### src/rtl/alu_pkg.sv
`default_nettype none
// +----------------------------------------------------------------------+
// | Module  : alu_pkg                                                    |
// | Brief   : Shared ALU operation codes ({inst30,funct3}), execution-   |
// |           unit state encoding and small decode helpers. Usable by    |
// |           both ALU_control and alu_exec_unit.                        |
// | Revision: 1.0  initial release                                       |
// +----------------------------------------------------------------------+
package alu_pkg;

    // Operation codes as produced by ALU_control: {inst30, funct3}
    localparam logic [3:0] OP_ADD  = 4'b0000;
    localparam logic [3:0] OP_SUB  = 4'b1000;
    localparam logic [3:0] OP_SLL  = 4'b0001;
    localparam logic [3:0] OP_SLT  = 4'b0010;
    localparam logic [3:0] OP_SLTU = 4'b0011;
    localparam logic [3:0] OP_XOR  = 4'b0100;
    localparam logic [3:0] OP_SRL  = 4'b0101;
    localparam logic [3:0] OP_SRA  = 4'b1101;
    localparam logic [3:0] OP_OR   = 4'b0110;
    localparam logic [3:0] OP_AND  = 4'b0111;

    // Execution-unit control states
    typedef enum logic [1:0] {
        ST_IDLE  = 2'd0,
        ST_SHIFT = 2'd1,
        ST_HOLD  = 2'd2
    } alu_state_e;

    // True for the three shift operations
    function automatic logic is_shift_op(input logic [3:0] op);
        return (op == OP_SLL) || (op == OP_SRL) || (op == OP_SRA);
    endfunction

endpackage : alu_pkg
`default_nettype wire

### src/rtl/alu_shift_iter.sv
`default_nettype none
// +----------------------------------------------------------------------+
// | Module  : alu_shift_iter                                             |
// | Brief   : One-bit-per-cycle shifter. Loaded on start_i with operand, |
// |           amount and direction; advances one position per step_i.    |
// |           data_next_o is the value after the current step, last_o    |
// |           flags that the current step is the final one.              |
// |           Not instantiated when ALU_FAST_SHIFT_EN is defined.        |
// | Revision: 1.0  initial release                                       |
// +----------------------------------------------------------------------+
module alu_shift_iter #(
    parameter int XLEN = 32,
    parameter int SHW  = $clog2(XLEN)
) (
    input  logic            clk,
    input  logic            rst_n,
    input  logic            start_i,
    input  logic            step_i,
    input  logic [XLEN-1:0] data_i,
    input  logic [SHW-1:0]  amt_i,
    input  logic            right_i,
    input  logic            arith_i,
    output logic [XLEN-1:0] data_next_o,
    output logic            last_o
);

    logic [XLEN-1:0] data_q;
    logic [SHW-1:0]  cnt_q;
    logic            right_q;
    logic            arith_q;

    // Single-position shift of the working register; SRA refills with the sign bit
    assign data_next_o = right_q ? {(arith_q & data_q[XLEN-1]), data_q[XLEN-1:1]}
                                 : {data_q[XLEN-2:0], 1'b0};
    assign last_o      = (cnt_q == SHW'(1));

    // Load on start, otherwise shift once and count down per step
    always_ff @(posedge clk) begin
        if (!rst_n) begin
            data_q  <= '0;
            cnt_q   <= '0;
            right_q <= 1'b0;
            arith_q <= 1'b0;
        end else if (start_i) begin
            data_q  <= data_i;
            cnt_q   <= amt_i;
            right_q <= right_i;
            arith_q <= arith_i;
        end else if (step_i) begin
            data_q  <= data_next_o;
            cnt_q   <= cnt_q - SHW'(1);
        end
    end

endmodule : alu_shift_iter
`default_nettype wire

### src/rtl/alu_exec_unit.sv
`default_nettype none
// +----------------------------------------------------------------------+
// | Module  : alu_exec_unit                                              |
// | Brief   : Handshaked RV32-style ALU execution unit with registered   |
// |           result/zero flag. Non-shift ops complete in one cycle;     |
// |           shifts by N>0 take N+1 cycles through alu_shift_iter.      |
// |           Macro ALU_FAST_SHIFT_EN: when defined, shifts use a        |
// |           combinational barrel shifter and every op has latency 1.   |
// | Revision: 1.0  initial release                                       |
// +----------------------------------------------------------------------+
module alu_exec_unit #(
    parameter int XLEN = 32
) (
    input  logic            clk,
    input  logic            rst_n,
    input  logic            in_valid,
    output logic            in_ready,
    input  logic [3:0]      alu_op,
    input  logic [XLEN-1:0] op_a,
    input  logic [XLEN-1:0] op_b,
    output logic            out_valid,
    input  logic            out_ready,
    output logic [XLEN-1:0] result,
    output logic            zero,
    output logic            busy
);
    import alu_pkg::*;

    localparam int SHW = $clog2(XLEN);

    alu_state_e      state_q;
    logic [XLEN-1:0] result_q;
    logic            zero_q;

    logic            accept_d;
    logic            iter_shift_d;
    logic [XLEN-1:0] imm_res_d;
    logic [XLEN-1:0] shift_next_d;
    logic            shift_last_d;

    // Single-cycle result. In the iterative build a shift only reaches this
    // path with amount 0, so the operand passes through unchanged.
    function automatic logic [XLEN-1:0] alu_eval(input logic [3:0]      op,
                                                 input logic [XLEN-1:0] a,
                                                 input logic [XLEN-1:0] b);
`ifdef ALU_FAST_SHIFT_EN
        logic [SHW-1:0] sh;
        sh = b[SHW-1:0];
`endif
        case (op)
            OP_ADD:  return a + b;
            OP_SUB:  return a - b;
            OP_SLT:  return {{(XLEN-1){1'b0}}, ($signed(a) < $signed(b))};
            OP_SLTU: return {{(XLEN-1){1'b0}}, (a < b)};
            OP_XOR:  return a ^ b;
            OP_OR:   return a | b;
            OP_AND:  return a & b;
`ifdef ALU_FAST_SHIFT_EN
            OP_SLL:  return a << sh;
            OP_SRL:  return a >> sh;
            OP_SRA:  return $unsigned($signed(a) >>> sh);
`else
            OP_SLL, OP_SRL, OP_SRA: return a;
`endif
            default: return '0;
        endcase
    endfunction

    assign in_ready  = (state_q == ST_IDLE) || ((state_q == ST_HOLD) && out_ready);
    assign accept_d  = in_valid && in_ready;
    assign imm_res_d = alu_eval(alu_op, op_a, op_b);
    assign out_valid = (state_q == ST_HOLD);
    assign result    = result_q;
    assign zero      = zero_q;

`ifdef ALU_FAST_SHIFT_EN
    assign iter_shift_d = 1'b0;
    assign shift_next_d = '0;
    assign shift_last_d = 1'b0;
    assign busy         = 1'b0;
`else
    logic [SHW-1:0] amt_d;

    assign amt_d        = op_b[SHW-1:0];
    assign iter_shift_d = is_shift_op(alu_op) && (amt_d != '0);
    assign busy         = (state_q == ST_SHIFT);

    alu_shift_iter #(
        .XLEN (XLEN),
        .SHW  (SHW)
    ) u_shift_iter (
        .clk         (clk),
        .rst_n       (rst_n),
        .start_i     (accept_d && iter_shift_d),
        .step_i      (state_q == ST_SHIFT),
        .data_i      (op_a),
        .amt_i       (amt_d),
        .right_i     (alu_op != OP_SLL),
        .arith_i     (alu_op == OP_SRA),
        .data_next_o (shift_next_d),
        .last_o      (shift_last_d)
    );
`endif

    // Control FSM with registered result and zero flag
    always_ff @(posedge clk) begin
        if (!rst_n) begin
            state_q  <= ST_IDLE;
            result_q <= '0;
            zero_q   <= 1'b0;
        end else begin
            case (state_q)
                ST_IDLE, ST_HOLD: begin
                    if (accept_d) begin
                        if (iter_shift_d) begin
                            state_q <= ST_SHIFT;
                        end else begin
                            state_q  <= ST_HOLD;
                            result_q <= imm_res_d;
                            zero_q   <= (imm_res_d == '0);
                        end
                    end else if ((state_q == ST_HOLD) && out_ready) begin
                        state_q <= ST_IDLE;
                    end
                end
                ST_SHIFT: begin
                    if (shift_last_d) begin
                        state_q  <= ST_HOLD;
                        result_q <= shift_next_d;
                        zero_q   <= (shift_next_d == '0);
                    end
                end
                default: state_q <= ST_IDLE;
            endcase
        end
    end

endmodule : alu_exec_unit
`default_nettype wire

### config.mk
export PLATFORM = sky130hd
export DESIGN_NAME = alu_exec_unit
export DESIGN_NICKNAME = d
export VERILOG_FILES = /design/src/rtl/alu_pkg.sv /design/src/rtl/alu_shift_iter.sv /design/src/rtl/alu_exec_unit.sv
export SDC_FILE = /design/constraint.sdc
export NUM_CORES = 1
export LEC_CHECK = 0
export ABC_AREA = 0
export CAP_MARGIN = 20
export CELL_PAD_IN_SITES_DETAIL_PLACEMENT = 0
export CELL_PAD_IN_SITES_GLOBAL_PLACEMENT = 2
export CORE_ASPECT_RATIO = 0.8
export CORE_UTILIZATION = 33
export CTS_CLUSTER_SIZE = 10
export DETAILED_ROUTE_END_ITERATION = 10
export GPL_TIMING_DRIVEN = 1
export HOLD_SLACK_MARGIN = 0.05
export PLACE_DENSITY_LB_ADDON = 0.1
export SYNTH_ARGS = -nofsm -noshare
export SYNTH_HDL_FRONTEND = slang
export SYNTH_SLANG_ARGS = --single-unit
export TNS_END_PERCENT = 100
### constraint.sdc
create_clock -name clk -period 4.62 [get_ports clk]
set_input_delay 0.924 -clock clk [delete_from_list [all_inputs] [get_ports clk]]
set_output_delay 0.924 -clock clk [all_outputs]
set_load 0.02 [all_outputs]
==> summary.txt <==
Worst setup path
  – Setup crit start: op_a[5]
  – Crit path max fanout: 4
  – Worst setup path endpoint: zero
  – Critical Path Source Type: primary input
  – Worst Path Arrival: 4.68 ns
  – Critical R2R Launch: u_shift_iter.cnt_q[1]
  – CP Class: primary input to flip-flop
  – Worst reg2reg path depth: 12
  – CP endpoint kind: flip-flop
  – Required time of the critical path: 4.86 ns
  – Critical R2R Capture: zero
  – Reg2Reg Setup Slack: 1.10 ns

STA
  – Maximum clock frequency: 226 MHz
  – Worst slew margin: 44.2%
  – Final Skew: 0.00493 ns
  – Hold Fails Final Rpt: 0
  – Period minus WS final: 4.43 ns
  – Final setup margin: 0.188 ns
  – Worst slew pin tran: 0.825 ns
  – Smallest hold slack: 0.450 ns
  – Setup violators final: 0
  – Setup_tns: 0 ns
  – Slew Limit Fails: 0
  – Fin crit share: 95.9%

Clocking
  – Clock-pin slew on the worst setup and hold paths: 0.06 ns
  – CTS Sinks: 74
  – Cts hold-fix bufs: 0
  – Clk root buf: clkbuf_16
  – CTS tree: yes
  – CTS buffer count: 9
  – Worst skew pair latency: 0.33 ns
  – Htree depth: 3
  – Clk buf depth: 2

Power
  – Logic pwr share: 50.2%
  – PD cells: 215 nW/um^2
  – Reg power frac: 24.9%
  – Sw Ratio: 38.2%
  – P_sw: 1.09 mW
  – Clk pwr share: 24.9%
  – Peak VDD IR: 0.000174 V
  – P_int: 1.76 mW
  – Pleak: 5.62 nW
  – Tot Pwr: 2.85 mW

Floorplanning
  – Die W: 190 um
  – Die area: 29,100 um^2
  – Chip height: 153 um
  – I/O Pins: 108
  – Rows: 54
  – Initial Util: 34.0%
  – Core area: 27,600 um^2

Synthesis
  – Post-Synthesis Cells: 1,359
  – Synthesized area per cell: 6.90 um^2
  – Post-Syn Nets: 1,538
  – Post-synth top flop: dfxtp_1
  – Synth Register Bits: 74
  – Ys async rst share: 0%
  – Unique masters post-synth: 81
  – Post-Synthesis Cell Area: 9380 um^2
  – YS warnings: 0
  – EDFF count, synth: 0
  – Register area share after synthesis: 15.8%

GRT
  – Antenna violations before repair: 1
  – M3 GR Usage: 5.85%
  – Met2 GRT Util: 45.2%
  – Vias in the first global route: 11,025
  – Largest net degree at the start of global routing: 73
  – First-pass GRT wire length: 67.2 mm
  – Met1 Use GR: 43.9%
  – Busiest grt layer: met2
  – Gr ovfl total: 0
  – Total GRT Usage: 30.3%

Route
  – TritonRoute pass-1 iters: 5
  – Remaining antenna violation count: 0
  – Residual DRC: 0
  – Vias/cell: 5.71
  – Starting DRT DRC Count: 1,052
  – Final wirelength: 44.7 mm
  – DR vias: 11,570
  – Post-DR wirelength/cell: 22.1 um

Finish
  – Layout cells sized above 1: 21.3%
  – Commonest non-fill, non-tap cell in the layout: buf_4
  – Nets@finish: 1,835
  – Area grow syn2layout: 41.5%
  – Antenna cells: 0
  – Commonest cells after routing, fill and taps aside: buf_4, nand2_1, a21oi_1

Placement
  – Post-DP HPWL: 35.7 mm
  – Dpl ws: -0.760 ns
  – PortBufs: 107
  – Routability congestion estimate: 0.944

Worst hold path
  – Hold crit path type: flip-flop to flip-flop
  – Hold path startpoint: result[3]

Job
  – Max Cap Viol: 0

Outcome
  – Run status: completed
-- cell type report --
| class | count | area, um^2 |
|---|---|---|
| Fill cell | 2890 | 14300 |
| Multi-Input combinational cell | 1092 | 7480 |
| Clock buffer | 14 | 264 |
| Timing Repair Buffer | 377 | 3170 |
| Sequential cell | 74 | 1480 |
| Clock inverter | 2 | 35.0 |
| Inverter | 102 | 383 |
| Tap cell | 364 | 455 |
-- worst min path at each step --
| stage | endpoint | cells past startpoint |
|---|---|---|
| floorplan | u_shift_iter.arith_q | 2 |
| global placement | result[5] | 2 |
| detailed placement | result[0] | 2 |
| CTS | result[3] | 2 |
| global route | result[13] | 2 |
| finish | result[3] | 2 |
-- registers in the layout (all words and copies together) (netlist names) --
register              cells
u_shift_iter.cnt_q        5
zero                      1
result                   32
u_shift_iter.data_q      32
state_q                   2
u_shift_iter.arith_q      1
u_shift_iter.right_q      1
-- timing repair --
item                       4_1_cts  5_1_grt
buffers inserted                 0        4
setup endpoints to repair        2        5
pin swaps                        0       25
gates resized for setup         10       57
-- worst max-delay path, cell delays in order --
cell and delay [ns]:
clkdlybuf4s50_1 0.49, inv_1 0.08, ha_4 0.26, and2_1 0.19
a221o_1 0.40, o211ai_1 0.19, buf_4 0.18, nand2_1 0.06
a41o_1 0.26, a211oi_2 0.20, mux2_2 0.36, a211oi_2 0.23
and4_1 0.25, and4b_1 0.23, nand4_1 0.11, o32ai_2 0.25
-- cell usage after synthesis (15+ instances only) --
cell / n / area share (%)
a211oi_1: 31 / 2.5
a21oi_1: 147 / 7.8
a22oi_1: 17 / 1.4
clkbuf_1: 68 / 2.7
dfxtp_1: 74 / 16
ha_1: 105 / 14
inv_1: 99 / 4.0
mux2i_1: 26 / 2.8
nand2_1: 156 / 6.2
nand2b_1: 15 / 1.0
nand3_1: 35 / 1.9
nand4_1: 15 / 1.0
nor2_1: 121 / 4.8
nor2b_1: 26 / 1.7
nor3_1: 25 / 1.3
nor4_1: 15 / 1.0
o211ai_1: 52 / 4.2
o21ai_0: 57 / 3.0
-- cell families (layout without fill, tap and decap cells) --
logic type                 Yosys count  after routing  synth area share [%]
and+or+nand+nor                    476            476                  24.3
AOI/OAI and AO/OA                  472            472                  33.7
buffers and inverters              193            495                  7.93
adders and majority gates          107            107                  14.4
DFF                                 74             74                  15.8
muxes                               28             28                  3.02
xor gates and xnor gates             9              9                 0.841
-- layer usage --
layer / vias up / share of wire, % / routed length, um
li1: 5572 / - / -
met4: 0 / 2.9 / 1290
met3: 64 / 7.5 / 3340
met1: 5471 / 47 / 21000
met2: 463 / 43 / 19000
met5: - / 0 / 0
-- through the flow --
step	util [%]	std cells	area, um^2
5_1_grt	48.1	2025	13300
3_5_place_dp	45.8	2005	12600
4_1_cts	47.1	2021	13000
6_report	48.1	2025	13300
3_3_place_gp	45.8	2005	12600
2_1_floorplan	-	1359	9380
-- power by group through the flow --
| stage | registers (mW) | clock network (mW) | logic [mW] |
|---|---|---|---|
| after floorplan | 0.739 | 0 | 0.647 |
| after global placement | 0.723 | 0 | 1.36 |
| after detailed placement | 0.723 | 0 | 1.35 |
| after CTS | 0.709 | 0.724 | 1.37 |
| after global routing | 0.715 | 0.761 | 1.54 |
| final | 0.710 | 0.710 | 1.43 |
Note: power is estimated with default switching activity, not from simulation.
